`src/rtl/fetch_pkg.sv`:
```
// rtl/fetch_pkg.sv - shared types and constants for the instruction fetch sequencer
package fetch_pkg;

    typedef enum logic [1:0] {
        ST_IDLE    = 2'd0,
        ST_FETCH   = 2'd1,
        ST_HOLD    = 2'd2,
        ST_DISCARD = 2'd3
    } fetch_state_t;

    localparam logic [31:0] PC_STEP          = 32'd4;
    localparam logic [31:0] RESET_PC_DEFAULT = 32'h0000_0000;

    function automatic logic [31:0] next_pc(input logic [31:0] pc);
        return pc + PC_STEP;
    endfunction

endpackage

```
`src/rtl/fetch_skid_buf.sv`:
```
// rtl/fetch_skid_buf.sv - one-entry {pc, instr} holding buffer for a stalled decode stage
module fetch_skid_buf (
    input  logic        clk,
    input  logic        rst,
    input  logic        load,
    input  logic        clear,
    input  logic [31:0] in_pc,
    input  logic [31:0] in_instr,
    output logic        full,
    output logic [31:0] buf_pc,
    output logic [31:0] buf_instr
);

    always_ff @(posedge clk or negedge rst) begin
        if (!rst) begin
            full      <= 1'b0;
            buf_pc    <= 32'd0;
            buf_instr <= 32'd0;
        end else if (clear) begin
            full      <= 1'b0;
            buf_pc    <= 32'd0;
            buf_instr <= 32'd0;
        end else if (load) begin
            full      <= 1'b1;
            buf_pc    <= in_pc;
            buf_instr <= in_instr;
        end
    end

endmodule

```
`src/rtl/fetch_ctrl.sv`:
```
// rtl/fetch_ctrl.sv - one-outstanding instruction fetch sequencer feeding the IF/ID register
module fetch_ctrl
    import fetch_pkg::*;
#(
    parameter logic [31:0] RESET_PC = RESET_PC_DEFAULT
) (
    input  logic        clk,
    input  logic        rst,
    output logic        imem_req,
    output logic [31:0] imem_addr,
    input  logic        imem_rvalid,
    input  logic [31:0] imem_rdata,
    input  logic        hazard_stall,
    input  logic        redirect_valid,
    input  logic [31:0] redirect_pc,
    output logic [31:0] ifid_pc,
    output logic [31:0] ifid_instr,
    output logic        ifid_valid,
    output logic        ifid_stall
);

    localparam logic [1:0] S_IDLE    = ST_IDLE;
    localparam logic [1:0] S_FETCH   = ST_FETCH;
    localparam logic [1:0] S_HOLD    = ST_HOLD;
    localparam logic [1:0] S_DISCARD = ST_DISCARD;

    logic [1:0]  state;
    logic [31:0] fetch_addr_q;
    logic [31:0] target_q;
    logic        buf_full;
    logic [31:0] buf_pc;
    logic [31:0] buf_instr;

    logic in_fetch, in_hold, in_discard;
    logic pass_valid, hold_valid, buf_load, buf_clear;

    assign in_fetch   = (state == S_FETCH);
    assign in_hold    = (state == S_HOLD);
    assign in_discard = (state == S_DISCARD);

    // A redirect always wins: it kills both the pass-through word and the buffered one.
    assign pass_valid = in_fetch & imem_rvalid & !redirect_valid & !hazard_stall;
    assign hold_valid = in_hold & buf_full & !redirect_valid & !hazard_stall;
    assign buf_load   = in_fetch & imem_rvalid & !redirect_valid & hazard_stall;
    assign buf_clear  = in_hold & (redirect_valid | !hazard_stall);

    assign imem_req   = in_fetch | in_discard;
    assign imem_addr  = imem_req ? fetch_addr_q : 32'd0;
    assign ifid_valid = pass_valid | hold_valid;
    assign ifid_pc    = pass_valid ? fetch_addr_q : (hold_valid ? buf_pc : 32'd0);
    assign ifid_instr = pass_valid ? imem_rdata : (hold_valid ? buf_instr : 32'd0);
    assign ifid_stall = hazard_stall & !redirect_valid;

    fetch_skid_buf u_skid (
        .clk       (clk),
        .rst       (rst),
        .load      (buf_load),
        .clear     (buf_clear),
        .in_pc     (fetch_addr_q),
        .in_instr  (imem_rdata),
        .full      (buf_full),
        .buf_pc    (buf_pc),
        .buf_instr (buf_instr)
    );

    always_ff @(posedge clk or negedge rst) begin
        if (!rst) begin
            state        <= S_IDLE;
            fetch_addr_q <= RESET_PC;
            target_q     <= 32'd0;
        end else begin
            case (state)
                S_IDLE: state <= S_FETCH;
                S_FETCH: begin
                    if (imem_rvalid) begin
                        if (redirect_valid) begin
                            fetch_addr_q <= redirect_pc;
                        end else begin
                            fetch_addr_q <= next_pc(fetch_addr_q);
                            if (hazard_stall) state <= S_HOLD;
                        end
                    end else if (redirect_valid) begin
                        // The in-flight read must still complete before the target can be issued.
                        target_q <= redirect_pc;
                        state    <= S_DISCARD;
                    end
                end
                S_HOLD: begin
                    if (redirect_valid) begin
                        fetch_addr_q <= redirect_pc;
                        state        <= S_FETCH;
                    end else if (!hazard_stall) begin
                        state <= S_FETCH;
                    end
                end
                S_DISCARD: begin
                    if (imem_rvalid) begin
                        fetch_addr_q <= redirect_valid ? redirect_pc : target_q;
                        state        <= S_FETCH;
                    end else if (redirect_valid) begin
                        target_q <= redirect_pc;
                    end
                end
                default: state <= S_IDLE;
            endcase
        end
    end

endmodule

```
`config.mk`:
```
export PLATFORM = sky130hd
export DESIGN_NAME = fetch_ctrl
export DESIGN_NICKNAME = d
export VERILOG_FILES = /design/src/rtl/fetch_pkg.sv /design/src/rtl/fetch_skid_buf.sv /design/src/rtl/fetch_ctrl.sv
export SDC_FILE = /design/constraint.sdc
export NUM_CORES = 1
export LEC_CHECK = 0
export CELL_PAD_IN_SITES_DETAIL_PLACEMENT = 1
export CELL_PAD_IN_SITES_GLOBAL_PLACEMENT = 2
export CORE_MARGIN = 2
export CORE_UTILIZATION = 31
export CTS_CLUSTER_SIZE = 28
export DETAILED_ROUTE_END_ITERATION = 10
export HOLD_SLACK_MARGIN = 0.05
export PLACE_DENSITY_LB_ADDON = 0.08
export SLEW_MARGIN = 20
export SYNTH_ARGS = -nofsm -noshare
export SYNTH_HDL_FRONTEND = slang
export SYNTH_HIERARCHICAL = 1
export SYNTH_SLANG_ARGS = --single-unit
export TNS_END_PERCENT = 5
```
`constraint.sdc`:
```
create_clock -name clk -period 2.4 [get_ports clk]
set_input_delay 0.36 -clock clk [delete_from_list [all_inputs] [get_ports clk]]
set_output_delay 0.36 -clock clk [all_outputs]
set_load 0.01 [all_outputs]
```
Word-level counts from Yosys, hierarchy flattened
Cells that the tools add are included.
{"block": "word_totals", "output_inout_bits": 99, "ff_bits": 131, "elab_cells": 64, "inputBits": 69}
{"block": "op_classes", "mux": 25, "n_bitwise": 13, "add_sub_neg": 1, "n_eq_ne": 10, "reduce_logical": 9}
{"op": "$mux W32", "count": 14}
{"op": "$pmux W32 S3", "count": 1}
{"op": "$add A32 B3 Y32 const B", "count": 1}
{"op": "$mux W2", "count": 7}
{"op": "$ne A3 B3 Y1 const B", "count": 4}
{"op": "$and A1 B1 Y1", "count": 9}
{"op": "$pmux W2 S4", "count": 1}
{"op": "$ne A2 B2 Y1 const B", "count": 3}
{"op": "$reduce_and A5 Y1", "count": 1}
{"op": "$eq A2 B2 Y1 const B", "count": 2}
{"op": "$reduce_and A4 Y1", "count": 1}
{"op": "$or A1 B1 Y1", "count": 3}
{"op": "$reduce_bool A3 Y1", "count": 1}
{"op": "$eq A2 B1 Y1 const B", "count": 1}
{"op": "$logic_not A1 Y1", "count": 2}
{"op": "$logic_not A2 Y1", "count": 1}
{"op": "$mux W1", "count": 2}
{"op": "$reduce_and A2 Y1", "count": 1}
{"op": "$reduce_bool A2 Y1", "count": 1}
{"op": "$reduce_or A2 Y1", "count": 1}
{"op": "$not A1 Y1", "count": 1}

Depth between registers and ports, before layout
Gate-level depths: netlist of run 1.
{"block": "depth", "depth_word": 6, "mapped_depth": 8, "depth_no_buf": 6}

Modules after synthesis
Netlist of run 1, hierarchy kept.
{"module": "fetch_ctrl", "seq_area_each_um2": 1651.6, "area_per_inst_um2": 4765.8, "cells_per_inst": 553, "instances": 1}
{"module": "fetch_skid_buf", "seq_area_each_um2": 1626.6, "area_per_inst_um2": 2636.3, "cells_per_inst": 209, "instances": 1}

Worst setup path after synthesis of run 1
No wires, ideal clock.
{"block": "synth_path", "kind": "input -> output", "from": "input redirect_valid", "to": "output ifid_instr[0]", "t_required_ps": 2040, "t_arrival_ps": 1579, "n_path_buf": 3, "cell_stages": 7, "slack_ps": 461, "path_cell_list": "buf_2 > nor2_1 > nand2_1 > nor2_1 > clkbuf_1 > buf_2 > a22o_1"}
{"block": "synth_between", "elab_chain_cells": 5, "word_cells_on_any_way": 7, "cone_classes": "mux: 2; bitwise: 4; reduce/logical: 1"}
{"item": "from (decl)", "line_no": "fetch_ctrl.sv:14", "rtl": "input logic redirect_valid,"}
{"item": "$logic_not A1 Y1 *", "line_no": "fetch_ctrl.sv:42, fetch_ctrl.sv:43"}
{"item": "$and A1 B1 Y1 (2 in series)", "line_no": "fetch_ctrl.sv:43", "rtl": "assign hold_valid = in_hold & buf_full & !redirect_valid & !hazard_stall;"}
{"item": "$mux W32", "line_no": "fetch_ctrl.sv:51", "rtl": "assign ifid_instr = pass_valid ? imem_rdata : (hold_valid ? buf_instr : 32'd0);"}
{"item": "$mux W32 *", "line_no": "fetch_ctrl.sv:51"}
{"item": "to (decl)", "line_no": "fetch_ctrl.sv:17", "rtl": "output logic [31:0] ifid_instr,"}
Mark *: on every way between the ends. The rest lies on a longest branch, timed or not.

Worst setup path in the final report of run 1
{"block": "layout_path", "from": "register state[0]", "to": "output ifid_instr[2]"}
{"block": "layout_between", "elab_chain_cells": 6, "word_cells_on_any_way": 10, "cone_classes": "eq/ne: 2; mux: 2; bitwise: 6"}
{"item": "from (decl)", "line_no": "fetch_ctrl.sv:27", "rtl": "logic [1:0] state;"}
{"item": "from (signal assigned)", "line_no": "fetch_ctrl.sv:68", "rtl": "state <= S_IDLE;"}
{"item": "from (signal assigned)", "line_no": "fetch_ctrl.sv:73", "rtl": "S_IDLE: state <= S_FETCH;"}
{"item": "from (signal assigned)", "line_no": "fetch_ctrl.sv:80", "rtl": "if (hazard_stall) state <= S_HOLD;"}
{"item": "$eq A2 B2 Y1", "line_no": "fetch_ctrl.sv:38", "rtl": "assign in_hold = (state == S_HOLD);"}
{"item": "$and A1 B1 Y1 (3 in series)", "line_no": "fetch_ctrl.sv:43"}
{"item": "$mux W32", "line_no": "fetch_ctrl.sv:51"}
{"item": "$mux W32 *", "line_no": "fetch_ctrl.sv:51"}
Marks and branches as above.

==> results of run 1 <==
## worst paths after layout
kind / start / end / slack, ns
min reg2reg: target_q[19] / target_q[19] / 0.48
max: state[0] / ifid_instr[2] / 0.09
max reg2reg: state[0] / fetch_addr_q[12] / 0.32
min: rst / u_skid/buf_instr[21] / 0.46
min in group clk: target_q[19] / target_q[19] / 0.48
max in group asynchronous: rst / u_skid/buf_pc[10] / 1.25
## kinds of logic after synthesis
family | count (synthesis) | share of synthesized area
buffers and inverters | 84 | 0.0625
adder cells (fa/ha/maj) | 1 | 0.00169
XOR/XNOR | 2 | 0.00237
flip-flops | 131 | 0.443
AND/OR/NAND/NOR | 242 | 0.156
multiplexers | 95 | 0.133
AO/OA/AOI/OAI | 207 | 0.201
## state kept, by name, summed over array words and instances, names as in the netlist
register	count
fetch_addr_q	32
state	2
target_q	32
u_skid/buf_pc	32
u_skid/buf_instr	32
u_skid/full	1
## final cells by class
type                    count  area, sq um  area share
multi-input cells         547         3730       0.366
flip-flops and latches    131         3280       0.322
repair buffers            234         2140       0.210
clock buffers              19          443      0.0435
well taps                 319          399      0.0392
clock inverters            13          134      0.0132
inverters                  15         56.3     0.00553
## per-layer routing
metal | vias up | global-route usage | wire length, microns
li1 | 3147 | - | -
met1 | 3342 | 0.293 | 12300
met5 | - | 0 | 0
met3 | 23 | 0.0365 | 1300
met2 | 157 | 0.330 | 11500
met4 | 0 | 0.0549 | 344
## metrics by stage
step,util,hold slack (ns)
CTS,0.438,0.472
global route,0.434,0.490
finish,0.434,0.458
detailed placement,0.411,0.352
floorplan,-,0.0644
global placement,0.411,0.344
## layout by cell type (no fill, tap or decap), types with 4 or more instances in the layout
cell             netlist  routed
dfrtp_1              131     130
nor2_1               106     101
clkdlybuf4s50_1        0      92
a22o_1                68      68
mux2i_1               67      67
o21ai_0               49      49
buf_4                  4      47
nand2_1               42      41
buf_2                 22      29
mux2_2                28      28
a21oi_1               27      27
and2_1                26      25
nand3_1               20      20
clkbuf_2               1      20
clkbuf_16              0      17
dlygate4sd2_1          0      16
inv_1                 13      13
buf_12                 0      11
nand4_1               10      10
and3_1                 8       7
a22oi_1                7       7
nor3_1                 6       6
o32ai_1                6       6
a221oi_1               6       6
dlymetal6s2s_1         0       6
buf_6                  5       6
and4_1                 5       5
o22ai_1                5       5
clkinv_2               0       5
a211oi_1               4       4
o2bb2ai_1              4       4
## synth_stat cells (6+ instances only)
cell,instances,area [sq um]
dfrtp_1,131,3280
nor2_1,106,398
a22o_1,68,596
mux2i_1,67,671
o21ai_0,49,245
nand2_1,42,158
clkbuf_1,28,105
mux2_2,28,315
a21oi_1,27,135
and2_1,26,163
buf_2,22,110
nand3_1,20,100
inv_1,13,48.8
nand4_1,10,62.6
and3_1,8,50.1
a22oi_1,7,52.6
a221oi_1,6,52.6
nor3_1,6,30.0
o32ai_1,6,52.6
## where the power goes
group / leakage, nW / switching, mW / internal [mW]
Clock: 0.279 / 1.02 / 1.55
Sequential: 1.59 / 0.481 / 2.77
Combinational: 2.61 / 0.933 / 0.935
## timing repair
item	4_1_cts	5_1_grt
setup endpoints to repair	72	59
gates cloned	2	0
pin swaps	2	11
hold endpoints to repair	47	0
hold buffers	1	0
resized for setup	128	96
buffers inserted	7	1
==> results.toml, run 1 <==
[timing]
tns_ns = 0
slew_headroom = 0.636
tightestPinTransition_ns = 0.545
rsz0062_at_grt = "yes"
setup_slack_ns = 0.0891
final_hold_viol_count = 0
finalSetupViolations = 0
skew_ns = 0.00876
fin_crit_sh = 0.963
min_period_ns = 2.31
drv_slew = 0
fmax_mhz = 433

[drt]
viasPerCell = 5.22
wl_per_cell_microns = 19.9
ant_nets = 0
vias = 6669
drt_iter0_markers = 347
wirelength_mm = 25.5
dr.pass1.iters = 5
drc = 0

[critical_path]
crit_top_cell = "buf_6"
path_buf_inv = 5
slowest_stage = "dfrtp_1"
required_ns = 2.04
path_cells = "nand2b_4 > nor4b_4 > buf_6 > buf_6 > buf_12 > buf_16 > a22o_1 > buf_2"
worst-path-max-fanout = 18
endpoint_kind = "output port"
worstSetupPathDepth = 8
startpoint_type = "flip-flop"
cp_top_family = "buffers and inverters"
critical_path_class = "reg -> out"
cpPeakStageDelay_ns = 0.40
reg2regPathDepth = 8
cp.arrival_ns = 1.95

[floorplan]
initial_core_util = 0.315
die_h_microns = 159
io_pins = 168
num_rows = 56
core_sq_mm = 0.0235
die_x_microns = 159
die_area_sq_mm = 0.0251

[cells_and_area]
area_growth_pct = 37.5
fin_nets = 1016
fill_cells = 2641
diodes = 0
drive_above_1_share = 0.209
postLayoutCellArea_sq_mm = 0.0102
finalNonFillerCells = 1278

[place]
gp_congestion = 0.825
io_buffers = 167
dp_slack_ns = -0.291
placed_cell_area_sq_mm = 0.00964
dp_hpwl_mm = 18.4
dp_cells = 1235

[grt]
grtUsageTotal = 0.208
grt_max_degree = 66
grt_pass1_vias = 7000
grt_overflow_total = 0
grt_pass1_wl_mm = 39.9
antenna_found_initial = 0

[clock_tree]
clk_root_buffer_cell = "clkbuf_16"
clock-sinks = 131
cts_buffers = 17
ctsHtreeMaxLevel = 4
clk_latency_ns = 0.42
clk_path_buf_depth = 2
cts_tree = "yes"
path_clk_slew_ns = 0.06

[pwr]
p_leak_nw = 4.49
powerDensity_mw_per_mm2 = 755
report.power.total_mw = 7.69
ir_drop_uv = 535

[synthesis]
syn-mean-instance-area_sq_um = 9.71
async_reset_ff_frac = 1.00
synth_edf_count = 0
syn_inst = 762
ys_seq_area_frac = 0.443
syn_nets = 832
ys_types = 63
syn_area_sq_mm = 0.00740
yosysWarnings = 6
synthFlopType = "dfrtp_1"
ys_ff_latch = 131

[min_path]
hold_path.class = "in -> async"

[outcome]
status = "complete, no violations"

[flow_run]
drv_cap = 0
Note: power is estimated with default switching activity, not from simulation.
==> run 2: changes to the inputs <==
- SLEW_MARGIN: 20 -> default
==> results of run 2 <==
Final layout, timing and power as in run 1 (identical DEF).
==> run 3: changes to the inputs <==
- PLACE_DENSITY: default -> 0.8
- PLACE_DENSITY_LB_ADDON: 0.08 -> default
==> run 3 against run 2 <==
  * Sequential power barely moved
  * Combinational power fell by 3%
  * Maximum frequency shrank 3.0%
  * Sequential share of layout area shrank 0.38 points
==> results.toml, run 3 (same netlist as run 1, synthesis figures left out) <==
[drt]
drc = 0
wl_per_cell_microns = 19.8
dr.pass1.iters = 4
vias = 6635
viasPerCell = 5.21
wirelength_mm = 25.2
drt_iter0_markers = 306
ant_nets = 0

[critical_path]
cp.arrival_ns = 2.02
cp_top_family = "buffers and inverters"
r2r_start = "fetch_addr_q[2]"
cpPeakStageDelay_ns = 0.42
slowest_stage = "dfrtp_1"
path_cells = "nand2b_4 > nor4b_4 > buf_6 > buf_8 > buf_12 > a22o_1 > buf_2"
crit_start = "state[0]"
endpoint_kind = "output port"
worst-path-max-fanout = 7
path_buf_inv = 4
rrSetupSlack_ns = 0.25
startpoint_type = "flip-flop"
required_ns = 2.04
critical_path_class = "reg -> out"

[cells_and_area]
final_cell_mix = "dfrtp_1, nor2_1, clkdlybuf4s50_1"
area_growth_pct = 39.1
seq_area_sq_mm = 0.00328
fill_cells = 2625
final_common_cell = "dfrtp_1"
fin_util = 0.439
drive_above_1_share = 0.222
diodes = 0
fin_nets = 1013
multiInputGateArea_sq_mm = 0.00375

[timing]
finalSetupViolations = 0
rsz0062_at_grt = "yes"
setup_slack_ns = 0.0171
skew_ns = 0.0102
drv_slew = 0
fin_crit_sh = 0.993
tns_ns = 0
fmax_mhz = 420
min_period_ns = 2.38
slew_headroom = 0.648
tightestPinTransition_ns = 0.526
final_hold_viol_count = 0

[clock_tree]
ctsHtreeMaxLevel = 4
clk_latency_ns = 0.43
clk_root_buffer_cell = "clkbuf_16"
path_clk_slew_ns = 0.06
clk_path_buf_depth = 2
cts_buffers = 17
clock-sinks = 131
cts_tree = "yes"

[grt]
grt_pass1_wl_mm = 39.5
grt_overflow_total = 0
grt_max_degree = 66
grtUsageTotal = 0.207
grt_pass1_vias = 6832
antenna_found_initial = 0

[min_path]
hold_path.class = "in -> async"

[place]
gp_congestion = 0.802
dp_hpwl_mm = 17.5
dp_slack_ns = -0.271
io_buffers = 167

[floorplan]
initial_core_util = 0.315
core_sq_mm = 0.0235
die_area_sq_mm = 0.0251
die_h_microns = 159
num_rows = 56
die_x_microns = 159
io_pins = 168

[flow_run]
drv_cap = 0

[pwr]
ir_drop_uv = 516
p_leak_nw = 4.49
powerDensity_mw_per_mm2 = 778

[outcome]
status = "complete, no violations"
[run 3: power by group]
group	total (mW)	internal, mW	switching, mW	leakage [nW]
Clock	2.92	1.90	1.02	0.309
Combinational	1.82	0.929	0.890	2.58
Sequential	3.27	2.77	0.504	1.59
Total	8.01	5.60	2.41	4.49
[run 3: final timing paths]
check                                      endpoint  cells after the start
worst max-delay path                    ifid_pc[11]                      7
worst min-delay path                   target_q[24]                      2
worst max register to register     fetch_addr_q[24]                      6
worst min register to register         target_q[22]                      2
max in group asynchronous       u_skid/buf_instr[9]                      3
min in group clk                       target_q[22]                      2
[run 3: layout make-up]
class	instances	area share
Multi-Input combinational cell	547	0.364
Sequential cell	131	0.318
Timing Repair Buffer	231	0.210
Clock buffer	20	0.0443
Tap cell	319	0.0388
Clock inverter	11	0.0193
Inverter	15	0.00547
[run 3: metrics by stage]
| stage | std cells | power, mW | hold slack (ns) | cell area, sq um |
|---|---|---|---|---|
| finish | 1274 | 8.01 | 0.445 | 10300 |
| detailed placement | 1232 | 5.12 | 0.351 | 9640 |
| global route | 1274 | 8.47 | 0.464 | 10300 |
| global placement | 1232 | 5.05 | 0.348 | 9640 |
| floorplan | 762 | 4.17 | 0.0644 | 7400 |
| CTS | 1271 | 8.09 | 0.451 | 10400 |
[run 3: repair_timing]
item	CTS	global route
hold endpoints to repair	50	0
resized for setup	200	89
gates cloned	3	1
endpoints found under the setup margin	72	72
pin swaps	4	9
setup buffers	4	2
hold buffers	1	0
[run 3: layer usage]
layer,vias to the layer above,track usage,share of wire
li1,3144,-,-
met1,3330,0.283,0.47
met2,146,0.335,0.47
met3,15,0.0430,0.047
met4,0,0.0541,0.010
met5,-,0,0
